[config.mk]
export PLATFORM = sky130hd
export DESIGN_NAME = seg_scan_ctrl
export DESIGN_NICKNAME = d
export VERILOG_FILES = /design/src/rtl/seg_pkg.sv /design/src/rtl/seg_scan_timer.sv /design/src/rtl/seg_scan_ctrl.sv
export SDC_FILE = /design/constraint.sdc
export NUM_CORES = 1
export LEC_CHECK = 0
export BUFFER_PORTS_ARGS = -buffer_cell sky130_fd_sc_hd__buf_2
export CAP_MARGIN = 10
export CORE_ASPECT_RATIO = 0.75
export CORE_MARGIN = 2
export CORE_UTILIZATION = 59
export CTS_CLUSTER_DIAMETER = 80
export CTS_CLUSTER_SIZE = 28
export DETAILED_ROUTE_END_ITERATION = 8
export PLACE_DENSITY = 0.78
export SYNTH_ARGS = -nofsm -noshare
export SYNTH_HDL_FRONTEND = slang
export SYNTH_SLANG_ARGS = --single-unit
[constraint.sdc]
create_clock -name clk -period 3.3 [get_ports clk]
set_clock_uncertainty 0.2 [all_clocks]
set_input_delay 0.66 -clock clk [delete_from_list [all_inputs] [get_ports clk]]
set_output_delay 0.66 -clock clk [all_outputs]
set_load 0.01 [all_outputs]
[src/rtl/seg_pkg.sv]
// Shared types and width helpers for the multiplexed score-display scanner.
package seg_pkg;

    typedef enum logic {
        BLANK = 1'b0,
        SHOW  = 1'b1
    } scan_state_t;

    typedef enum logic {
        PH_ON  = 1'b0,
        PH_OFF = 1'b1
    } blink_ph_t;

    typedef logic [3:0] nib_t;

    localparam int unsigned NIB_W = 4;

    // Bits needed to hold the values 0..n-1 (never less than one).
    function automatic int unsigned idx_w(input int unsigned n);
        return (n > 1) ? $clog2(n) : 1;
    endfunction

endpackage

[src/rtl/seg_scan_timer.sv]
// Slot sequencer: BLANK dead time then SHOW for each digit position in turn.
// Exposes current-slot strobes plus a one-cycle lookahead for registered outputs.
module seg_scan_timer
    import seg_pkg::*;
#(
    parameter int unsigned NUM_DIGITS   = 4,
    parameter int unsigned SCAN_DIV     = 50000,
    parameter int unsigned BLANK_CYCLES = 2,
    parameter int unsigned IDX_W        = idx_w(NUM_DIGITS)
) (
    input  logic             clk,
    input  logic             rst,
    output logic [IDX_W-1:0] idx,
    output logic             slot_start_c,
    output logic             boundary_c,
    output logic             nxt_show_c,
    output logic             nxt_boundary_c
);

    localparam int unsigned CNT_MAX = (SCAN_DIV > BLANK_CYCLES) ? SCAN_DIV : BLANK_CYCLES;
    localparam int unsigned CNT_W   = idx_w(CNT_MAX);

    localparam logic [CNT_W-1:0] BLANK_LAST = CNT_W'(BLANK_CYCLES - 1);
    localparam logic [CNT_W-1:0] SHOW_LAST  = CNT_W'(SCAN_DIV - 1);
    localparam logic [IDX_W-1:0] IDX_LAST   = IDX_W'(NUM_DIGITS - 1);

    scan_state_t      state_q, state_d;
    logic [IDX_W-1:0] idx_q, idx_d;
    logic [CNT_W-1:0] cnt_q, cnt_d;

    always_ff @(posedge clk) begin
        if (rst) begin
            state_q <= BLANK;
            idx_q   <= '0;
            cnt_q   <= '0;
        end else begin
            state_q <= state_d;
            idx_q   <= idx_d;
            cnt_q   <= cnt_d;
        end
    end

    always_comb begin
        state_d = state_q;
        idx_d   = idx_q;
        cnt_d   = cnt_q + CNT_W'(1);
        case (state_q)
            BLANK: begin
                if (cnt_q == BLANK_LAST) begin
                    state_d = SHOW;
                    cnt_d   = '0;
                end
            end
            SHOW: begin
                if (cnt_q == SHOW_LAST) begin
                    state_d = BLANK;
                    cnt_d   = '0;
                    idx_d   = (idx_q == IDX_LAST) ? '0 : idx_q + IDX_W'(1);
                end
            end
            default: begin
                state_d = BLANK;
                cnt_d   = '0;
            end
        endcase
    end

    // idx only moves on the SHOW->BLANK edge, so idx_d is the SHOW digit whenever nxt_show_c is set.
    always_comb begin
        slot_start_c   = (state_q == BLANK) && (cnt_q == '0);
        boundary_c     = (state_q == SHOW) && (cnt_q == SHOW_LAST) && (idx_q == IDX_LAST);
        nxt_show_c     = (state_d == SHOW);
        nxt_boundary_c = nxt_show_c && (cnt_d == SHOW_LAST) && (idx_d == IDX_LAST);
    end

    assign idx = idx_q;

endmodule

[src/rtl/seg_scan_ctrl.sv]
// Time-multiplexed scan controller for the score display: double-buffered digits,
// leading-zero blanking and per-digit blink, all outputs registered.
module seg_scan_ctrl
    import seg_pkg::*;
#(
    parameter int unsigned NUM_DIGITS   = 4,
    parameter int unsigned SCAN_DIV     = 50000,
    parameter int unsigned BLANK_CYCLES = 2,
    parameter int unsigned BLINK_FRAMES = 64
) (
    input  logic                    clk,
    input  logic                    rst,
    input  logic                    load,
    input  logic [4*NUM_DIGITS-1:0] digits_in,
    input  logic                    blank_lz,
    input  logic [NUM_DIGITS-1:0]   blink_en,
    output logic [3:0]              dig_nib,
    output logic [NUM_DIGITS-1:0]   dig_en,
    output logic                    load_ack,
    output logic                    frame_done
);

    localparam int unsigned IDX_W = idx_w(NUM_DIGITS);
    localparam int unsigned DIG_W = NIB_W * NUM_DIGITS;
    localparam int unsigned BF_W  = idx_w(BLINK_FRAMES);

    localparam logic [BF_W-1:0] BF_LAST = BF_W'(BLINK_FRAMES - 1);

    logic [IDX_W-1:0] idx;
    logic             slot_start_c;
    logic             boundary_c;
    logic             nxt_show_c;
    logic             nxt_boundary_c;

    seg_scan_timer #(
        .NUM_DIGITS  (NUM_DIGITS),
        .SCAN_DIV    (SCAN_DIV),
        .BLANK_CYCLES(BLANK_CYCLES),
        .IDX_W       (IDX_W)
    ) u_timer (
        .clk           (clk),
        .rst           (rst),
        .idx           (idx),
        .slot_start_c  (slot_start_c),
        .boundary_c    (boundary_c),
        .nxt_show_c    (nxt_show_c),
        .nxt_boundary_c(nxt_boundary_c)
    );

    logic [DIG_W-1:0]      active_q, active_d;
    logic [DIG_W-1:0]      staging_q, staging_d;
    logic                  pending_q, pending_d;
    blink_ph_t             blink_ph_q, blink_ph_d;
    logic [BF_W-1:0]       bf_cnt_q, bf_cnt_d;
    logic                  slot_mask_q, slot_mask_d;
    nib_t                  dig_nib_q, dig_nib_d;
    logic [NUM_DIGITS-1:0] dig_en_q, dig_en_d;
    logic                  load_ack_q, load_ack_d;
    logic                  frame_done_q, frame_done_d;

    nib_t                  cur_nib_c;
    logic                  cur_mask_c;
    logic                  slot_mask_c;
    logic                  seen_nz_c;
    logic [NUM_DIGITS-1:0] lz_mask_c;
    logic [NUM_DIGITS-1:0] mask_vec_c;

    always_ff @(posedge clk) begin
        if (rst) begin
            active_q     <= '0;
            staging_q    <= '0;
            pending_q    <= 1'b0;
            blink_ph_q   <= PH_ON;
            bf_cnt_q     <= '0;
            slot_mask_q  <= 1'b0;
            dig_nib_q    <= '0;
            dig_en_q     <= '0;
            load_ack_q   <= 1'b0;
            frame_done_q <= 1'b0;
        end else begin
            active_q     <= active_d;
            staging_q    <= staging_d;
            pending_q    <= pending_d;
            blink_ph_q   <= blink_ph_d;
            bf_cnt_q     <= bf_cnt_d;
            slot_mask_q  <= slot_mask_d;
            dig_nib_q    <= dig_nib_d;
            dig_en_q     <= dig_en_d;
            load_ack_q   <= load_ack_d;
            frame_done_q <= frame_done_d;
        end
    end

    // Digit i (i>0) is a leading zero when it and every digit above it are zero.
    always_comb begin
        seen_nz_c  = 1'b0;
        lz_mask_c  = '0;
        cur_nib_c  = '0;
        cur_mask_c = 1'b0;
        for (int i = int'(NUM_DIGITS) - 1; i > 0; i--) begin
            seen_nz_c    = seen_nz_c | (active_q[NIB_W*i +: NIB_W] != '0);
            lz_mask_c[i] = ~seen_nz_c;
        end
        mask_vec_c = (blank_lz ? lz_mask_c : '0)
                   | ((blink_ph_q == PH_OFF) ? blink_en : '0);
        for (int i = 0; i < int'(NUM_DIGITS); i++) begin
            if (idx == IDX_W'(i)) begin
                cur_nib_c  = active_q[NIB_W*i +: NIB_W];
                cur_mask_c = mask_vec_c[i];
            end
        end
    end

    // Double buffer: staged digits only become visible at a frame boundary.
    always_comb begin
        active_d   = active_q;
        staging_d  = staging_q;
        pending_d  = pending_q;
        load_ack_d = 1'b0;
        if (boundary_c) begin
            if (load) begin
                active_d   = digits_in;
                pending_d  = 1'b0;
                load_ack_d = 1'b1;
            end else if (pending_q) begin
                active_d   = staging_q;
                pending_d  = 1'b0;
                load_ack_d = 1'b1;
            end
        end else if (load) begin
            staging_d = digits_in;
            pending_d = 1'b1;
        end
    end

    always_comb begin
        blink_ph_d = blink_ph_q;
        bf_cnt_d   = bf_cnt_q;
        if (boundary_c) begin
            if (bf_cnt_q == BF_LAST) begin
                bf_cnt_d   = '0;
                blink_ph_d = (blink_ph_q == PH_ON) ? PH_OFF : PH_ON;
            end else begin
                bf_cnt_d = bf_cnt_q + BF_W'(1);
            end
        end
    end

    // Mask and nibble are latched at slot start; the lookahead strobes keep outputs cycle-aligned with the timer.
    always_comb begin
        slot_mask_c  = slot_start_c ? cur_mask_c : slot_mask_q;
        slot_mask_d  = slot_mask_c;
        dig_nib_d    = slot_start_c ? cur_nib_c : dig_nib_q;
        frame_done_d = nxt_boundary_c;
        dig_en_d     = '0;
        if (nxt_show_c && !slot_mask_c) begin
            for (int i = 0; i < int'(NUM_DIGITS); i++) begin
                if (idx == IDX_W'(i)) begin
                    dig_en_d[i] = 1'b1;
                end
            end
        end
    end

    assign dig_nib    = dig_nib_q;
    assign dig_en     = dig_en_q;
    assign load_ack   = load_ack_q;
    assign frame_done = frame_done_q;

endmodule

Word-level counts from Yosys, hierarchy flattened
Index checks and enable logic that the tools add are counted.
Widths: inputs -> output; s select.

storage, ports and cells
  flip-flop bits (word level) = 70
  latch bits = 0
  memory bits (writable) = 0
  memory bits (read-only) = 0
  input bits = 24
  output and inout port bits = 10
  logic and storage cells = 82
  memories = 0

operators by class
  $add $sub $neg = 3
  $mul = 0
  div/mod/pow operators = 0
  $lt $le $gt $ge = 0
  eq/ne operators = 8
  shift-type cells = 0
  multiplexer cells = 30
  bitwise gates (word level) = 9
  reductions and logical operators = 19

operator list
  cell                   number
  $mux 16                4
  $eq 16x16->1 const B   2
  $pmux 16 s2            1
  $mux 4                 6
  $add 16x1->16 const B  1
  $eq 16x1->1 const B    1
  $logic_not 16->1       1
  $mux 1                 14
  $reduce_bool 4->1      3
  $add 6x1->6 const B    1
  $eq 2x2->1 const B     3
  $eq 6x6->1 const B     1
  $logic_and 1x1->1      6
  $mux 2                 3
  $mux 6                 1
  $not 1->1              6
  $reduce_and 2->1       3
  $reduce_or 2->1        3
  $or 4x4->4             1
  $add 2x1->2 const B    1
  $eq 2x1->1 const B     1
  $logic_not 2->1        1
  $or 1x1->1             2
  $pmux 1 s2             1
  2 further kinds        2

Logic depth before layout (Yosys ltp)
  word-level depth = 15
  gate-level depth with buffers = 8
  mapped depth without buffers = 7

Modules after synthesis
From an unflattened synthesis, not the netlist that was laid out.

second synthesis, totals
  cells, all modules = 368
  area, all modules = 3321.9 µm²

by module, submodules not included
  module          times used  cells each  area an instance (µm²)  seq. area each (µm²)
  seg_scan_ctrl   1           242         2258.4                  1021.0
  seg_scan_timer  1           126         1063.5                  380.4

Least setup slack after synthesis
Ideal clock, no wire load.

  kind = reg2reg
  from = register u_timer.cnt_q[4]
  to = register staging_q[11]
  library setup time = 0.128 ns
  arrival time = 2.247 ns
  data required time = 2.972 ns
  path slack = 0.725 ns
  stages on the path, launching flop included = 9
  buffers on the path = 3
  period minus slack after synthesis = 2.575 ns
  path through = dfxtp_1 -> buf_6 -> or4_4 -> or4_4 -> o31a_1 -> buf_2 -> buf_6 -> mux2i_1 -> nor2_1

between the ends
  word-level cells in the longest chain between the ends = 5

RTL lines
  what                               line                  RTL
  from (decl)                        seg_scan_timer.sv:29  logic [CNT_W-1:0] cnt_q, cnt_d;
  from (signal assigned)             seg_scan_timer.sv:39  cnt_q <= cnt_d;
  $eq 16x16->1                       seg_scan_timer.sv:71  boundary_c = (state_q == SHOW) && (cnt_q == SHOW_LAST) && (idx_q == IDX_LAST);
  $logic_and 1x1->1 (2 in a row)     seg_scan_timer.sv:71
  $not 1->1 (no source line)         --
  $reduce_and 2->1 (no source line)  --
  to (signal assigned)               seg_scan_ctrl.sv:82   staging_q <= staging_d;
  to (decl)                          seg_scan_ctrl.sv:51   logic [DIG_W-1:0] staging_q, staging_d;

No other way between the ends.
A chain may end at the register's enable or synchronous reset.

Worst setup path after layout
  from = register u_timer.cnt_q[4]
  to = register u_timer.cnt_q[6]

between the ends
  word-level cells in the longest chain between the ends = 3
  elaborated cells between the ends (all ways) = 6
  those cells by class = 1 x add/sub; 2 x eq/ne; 3 x mux

RTL lines
  what                                   line                                        RTL
  $add 16x1->16 (tied with other cells)  seg_scan_timer.sv:46                        cnt_d = cnt_q + CNT_W'(1);
  $mux 16, on equally long branches      seg_scan_timer.sv:55, seg_scan_timer.sv:49
  $pmux 16 s2 (*)                        seg_scan_timer.sv:47                        case (state_q)

Mark *: on every way between the ends. The rest lies on a longest branch, timed or not.

==> impl_metrics.tcl <==
set metrics [dict create \
    end_kind "register" \
    worstSetupPathType "register to register" \
    dp_cells 485 \
    final_cells 501 \
    finalSetupTns_ns 0 \
    p_int_mw 1.38 \
    dr_total_vias 2806 \
    fmax_mhz 349 \
    multi_input_area_mm2 0.00191 \
    clock-sinks 70 \
    cts_root_buf "clkbuf_8" \
    ant_nets 0 \
    die_h_um 70.6 \
    cp.arrival_ns 2.88 \
    cpLargestDelayFamily "simple AND/OR/NAND/NOR gates" \
    numPortBuffers 33 \
    p_clk_share_pct 40.6 \
    postSynth.asyncResetShare_pct 0 \
    design.final.nets 450 \
    grt_pass1_wl_mm 11.8 \
    regArea_mm2 0.00140 \
    area_growth_pct 11.1 \
    drc_errors 0 \
    yosysSeqAreaShare_pct 40.2 \
    drv_slew 0 \
    fill_cells 482 \
    postCtsSetupBuffers 0 \
    vias_per_cell 5.60 \
    tightestPinTransition_ns 1.03 \
    synth_edf_count 0 \
    p_total_mw 1.83 \
    holdBufCountCts 0 \
    drt_iter0_drc 233 \
    critPathMaxFanout 15 \
    dieArea_mm2 0.00655 \
    rsz0062_at_grt "false" \
    p_comb_share_pct 9.9 \
    cts_max_level 3 \
    gp_congestion 0.932 \
    firstDrtPassIters 4 \
    drive_gt1_share_pct 17.0 \
    relSlewSlack_pct 31.3 \
    dp_hpwl_mm 4.90 \
    avgSynthCellArea_um2 8.87 \
    p_per_area_mw_per_mm2 473 \
    switching_share_pct 24.7 \
    peakVddDrop_uv 338 \
    clock_latency_ns 0.34 \
    power_frac_seq_pct 49.4 \
    grt_pass1_vias 2456 \
    antennaDiodeCount 0 \
    start_kind "register" \
    cp_slowest_cell "or4_1" \
    ys_types 53 \
    ys.flop_type "dfxtp_1" \
    clk_path_buf_depth 2 \
    io_pins 34 \
    coreArea_mm2 0.00577 \
    start_util_pct 60.5 \
    antenna_found_initial 0 \
    hold_viol 0 \
    worstPathRequired_ns 3.31 \
    worstHoldPathType "register to register" \
    leakage_nw 1.50 \
    tritoncts "yes" \
    period_share_pct 86.9 \
    outcome "completed" \
    critical_path_buf_inv_count 0 \
    placementRows 24 \
    grt.overflow.total 0 \
    ys_warn_count 0 \
    dieWidth_um 92.8 \
    syn_nets 425 \
    cpPeakStageDelay_ns 0.61 \
    wl_per_cell_um 13.8 \
    max-cap-violations 0 \
    p_sw_uw 453 \
    routed_wl_mm 6.92 \
    cts_resized 0 \
    cts_made_buffers 9 \
    clkTransAtPathRegs_ns 0.07 \
    post-route-min-period_ns 2.87 \
    ys_seq_elements 70 \
    grt_max_degree 51 \
    postSynthCellCount 393 \
    setup_violations 0 \
    grt_usage_pct 22.5 \
    post_dp_cell_area_mm2 0.00366 \
    final_cell_area_mm2 0.00387 \
    synth.cell_area_mm2 0.00349 \
    worstPathCellList "or4_4, or4_1, nor3_1, nand2b_1, nor2_1" \
]
-- Yosys cell counts, types with 2 or more instances --
| master | instances | area share [%] |
|---|---|---|
| dfxtp_1 | 70 | 40 |
| nor2_1 | 68 | 7.3 |
| mux2i_1 | 34 | 9.8 |
| nand2_1 | 23 | 2.5 |
| a21oi_1 | 21 | 3.0 |
| clkbuf_1 | 15 | 1.6 |
| nor3_1 | 14 | 2.0 |
| a211oi_2 | 13 | 4.7 |
| inv_1 | 12 | 1.3 |
| xnor2_1 | 9 | 2.3 |
| ha_1 | 8 | 2.9 |
| o21ai_0 | 8 | 1.1 |
| a211oi_1 | 7 | 1.5 |
| nand3_1 | 7 | 1.0 |
| nand4_1 | 7 | 1.3 |
| xor2_1 | 7 | 1.8 |
| a21o_1 | 5 | 1.1 |
| nor4_1 | 5 | 0.90 |
| or4_1 | 5 | 1.1 |
| buf_2 | 4 | 0.57 |
| buf_6 | 4 | 1.3 |
| nand3b_1 | 4 | 0.86 |
| or3_1 | 4 | 0.72 |
| a31oi_1 | 3 | 0.54 |
| and2_1 | 3 | 0.54 |
| nand2b_1 | 3 | 0.54 |
| and4_1 | 2 | 0.50 |
| o211ai_1 | 2 | 0.43 |
| or4_4 | 2 | 0.65 |
-- stage by stage --
step,hold slack (ns),setup WS [ns],util [%]
floorplan,0.254,0.725,-
global placement,0.263,0.536,63.5
detailed placement,0.280,0.489,63.5
CTS,0.290,0.446,67.2
global route,0.319,0.257,67.2
finish,0.286,0.432,67.2
-- flip-flops by register name (all words and copies together), names as in the netlist --
signal           cells
slot_mask_q          1
active_q            16
frame_done           1
dig_en               4
load_ack             1
blink_ph_q           1
u_timer.cnt_q       16
pending_q            1
staging_q           16
bf_cnt_q             6
u_timer.idx          2
dig_nib              4
u_timer.state_q      1
-- metal layers --
metal	track usage, %	part of all wire, %
met1	34.7	53
met2	31.1	40
met3	5.32	5.5
met4	6.86	1.1
met5	0	0
-- cells by family (layout without fill, tap and decap cells) --
family                   Yosys count  in the layout  synth area share, %
flip-flops                        70             70                 40.2
AO/OA/AOI/OAI                     71             71                 15.3
buffers and inverters             36             66                 4.99
adder cells (fa/ha/maj)            8              8                 2.87
AND/OR/NAND/NOR                  158            158                 22.9
multiplexers                      34             34                 9.76
XOR/XNOR                          16             16                 4.02
-- layout by cell type, fill, tap and decap left out, types with 12 or more instances in the layout --
cell type and count:
a211oi_2 13, dfxtp_1 70, nand2_1 23, nor3_1 14
nor2_1 68, inv_1 12, buf_2 33, a21oi_1 21
mux2i_1 34
-- final timing paths --
| path | cells after the start | to | slack (ns) | from |
|---|---|---|---|---|
| max | 5 | u_timer.cnt_q[6] | 0.43 | u_timer.cnt_q[4] |
| max reg2reg | 5 | u_timer.cnt_q[6] | 0.43 | u_timer.cnt_q[4] |
| min | 2 | bf_cnt_q[3] | 0.29 | bf_cnt_q[3] |
| min reg2reg | 2 | bf_cnt_q[3] | 0.29 | bf_cnt_q[3] |
-- final cells by class --
type / instances / area share (%)
well taps: 78 / 2.52
repair buffers: 38 / 5.23
inverters: 12 / 1.16
clock inverters: 6 / 2.23
flip-flops and latches: 70 / 36.2
clock buffers: 10 / 3.30
multi-input cells: 287 / 49.4
-- worst min-delay path, stage by stage, from the launching register on --
cell     delay, ns
dfxtp_1       0.32
o21ai_0       0.07
a21oi_1       0.06
-- power groups by stage --
stage / logic (mW) / registers (mW) / clock network, mW
after floorplan: 0.124 / 0.924 / 0
after global placement: 0.179 / 0.921 / 0
after detailed placement: 0.181 / 0.923 / 0
after CTS: 0.183 / 0.904 / 0.756
after global routing: 0.201 / 0.909 / 0.790
final: 0.182 / 0.904 / 0.744
No activity file was read; power rests on OpenSTA's default activity.
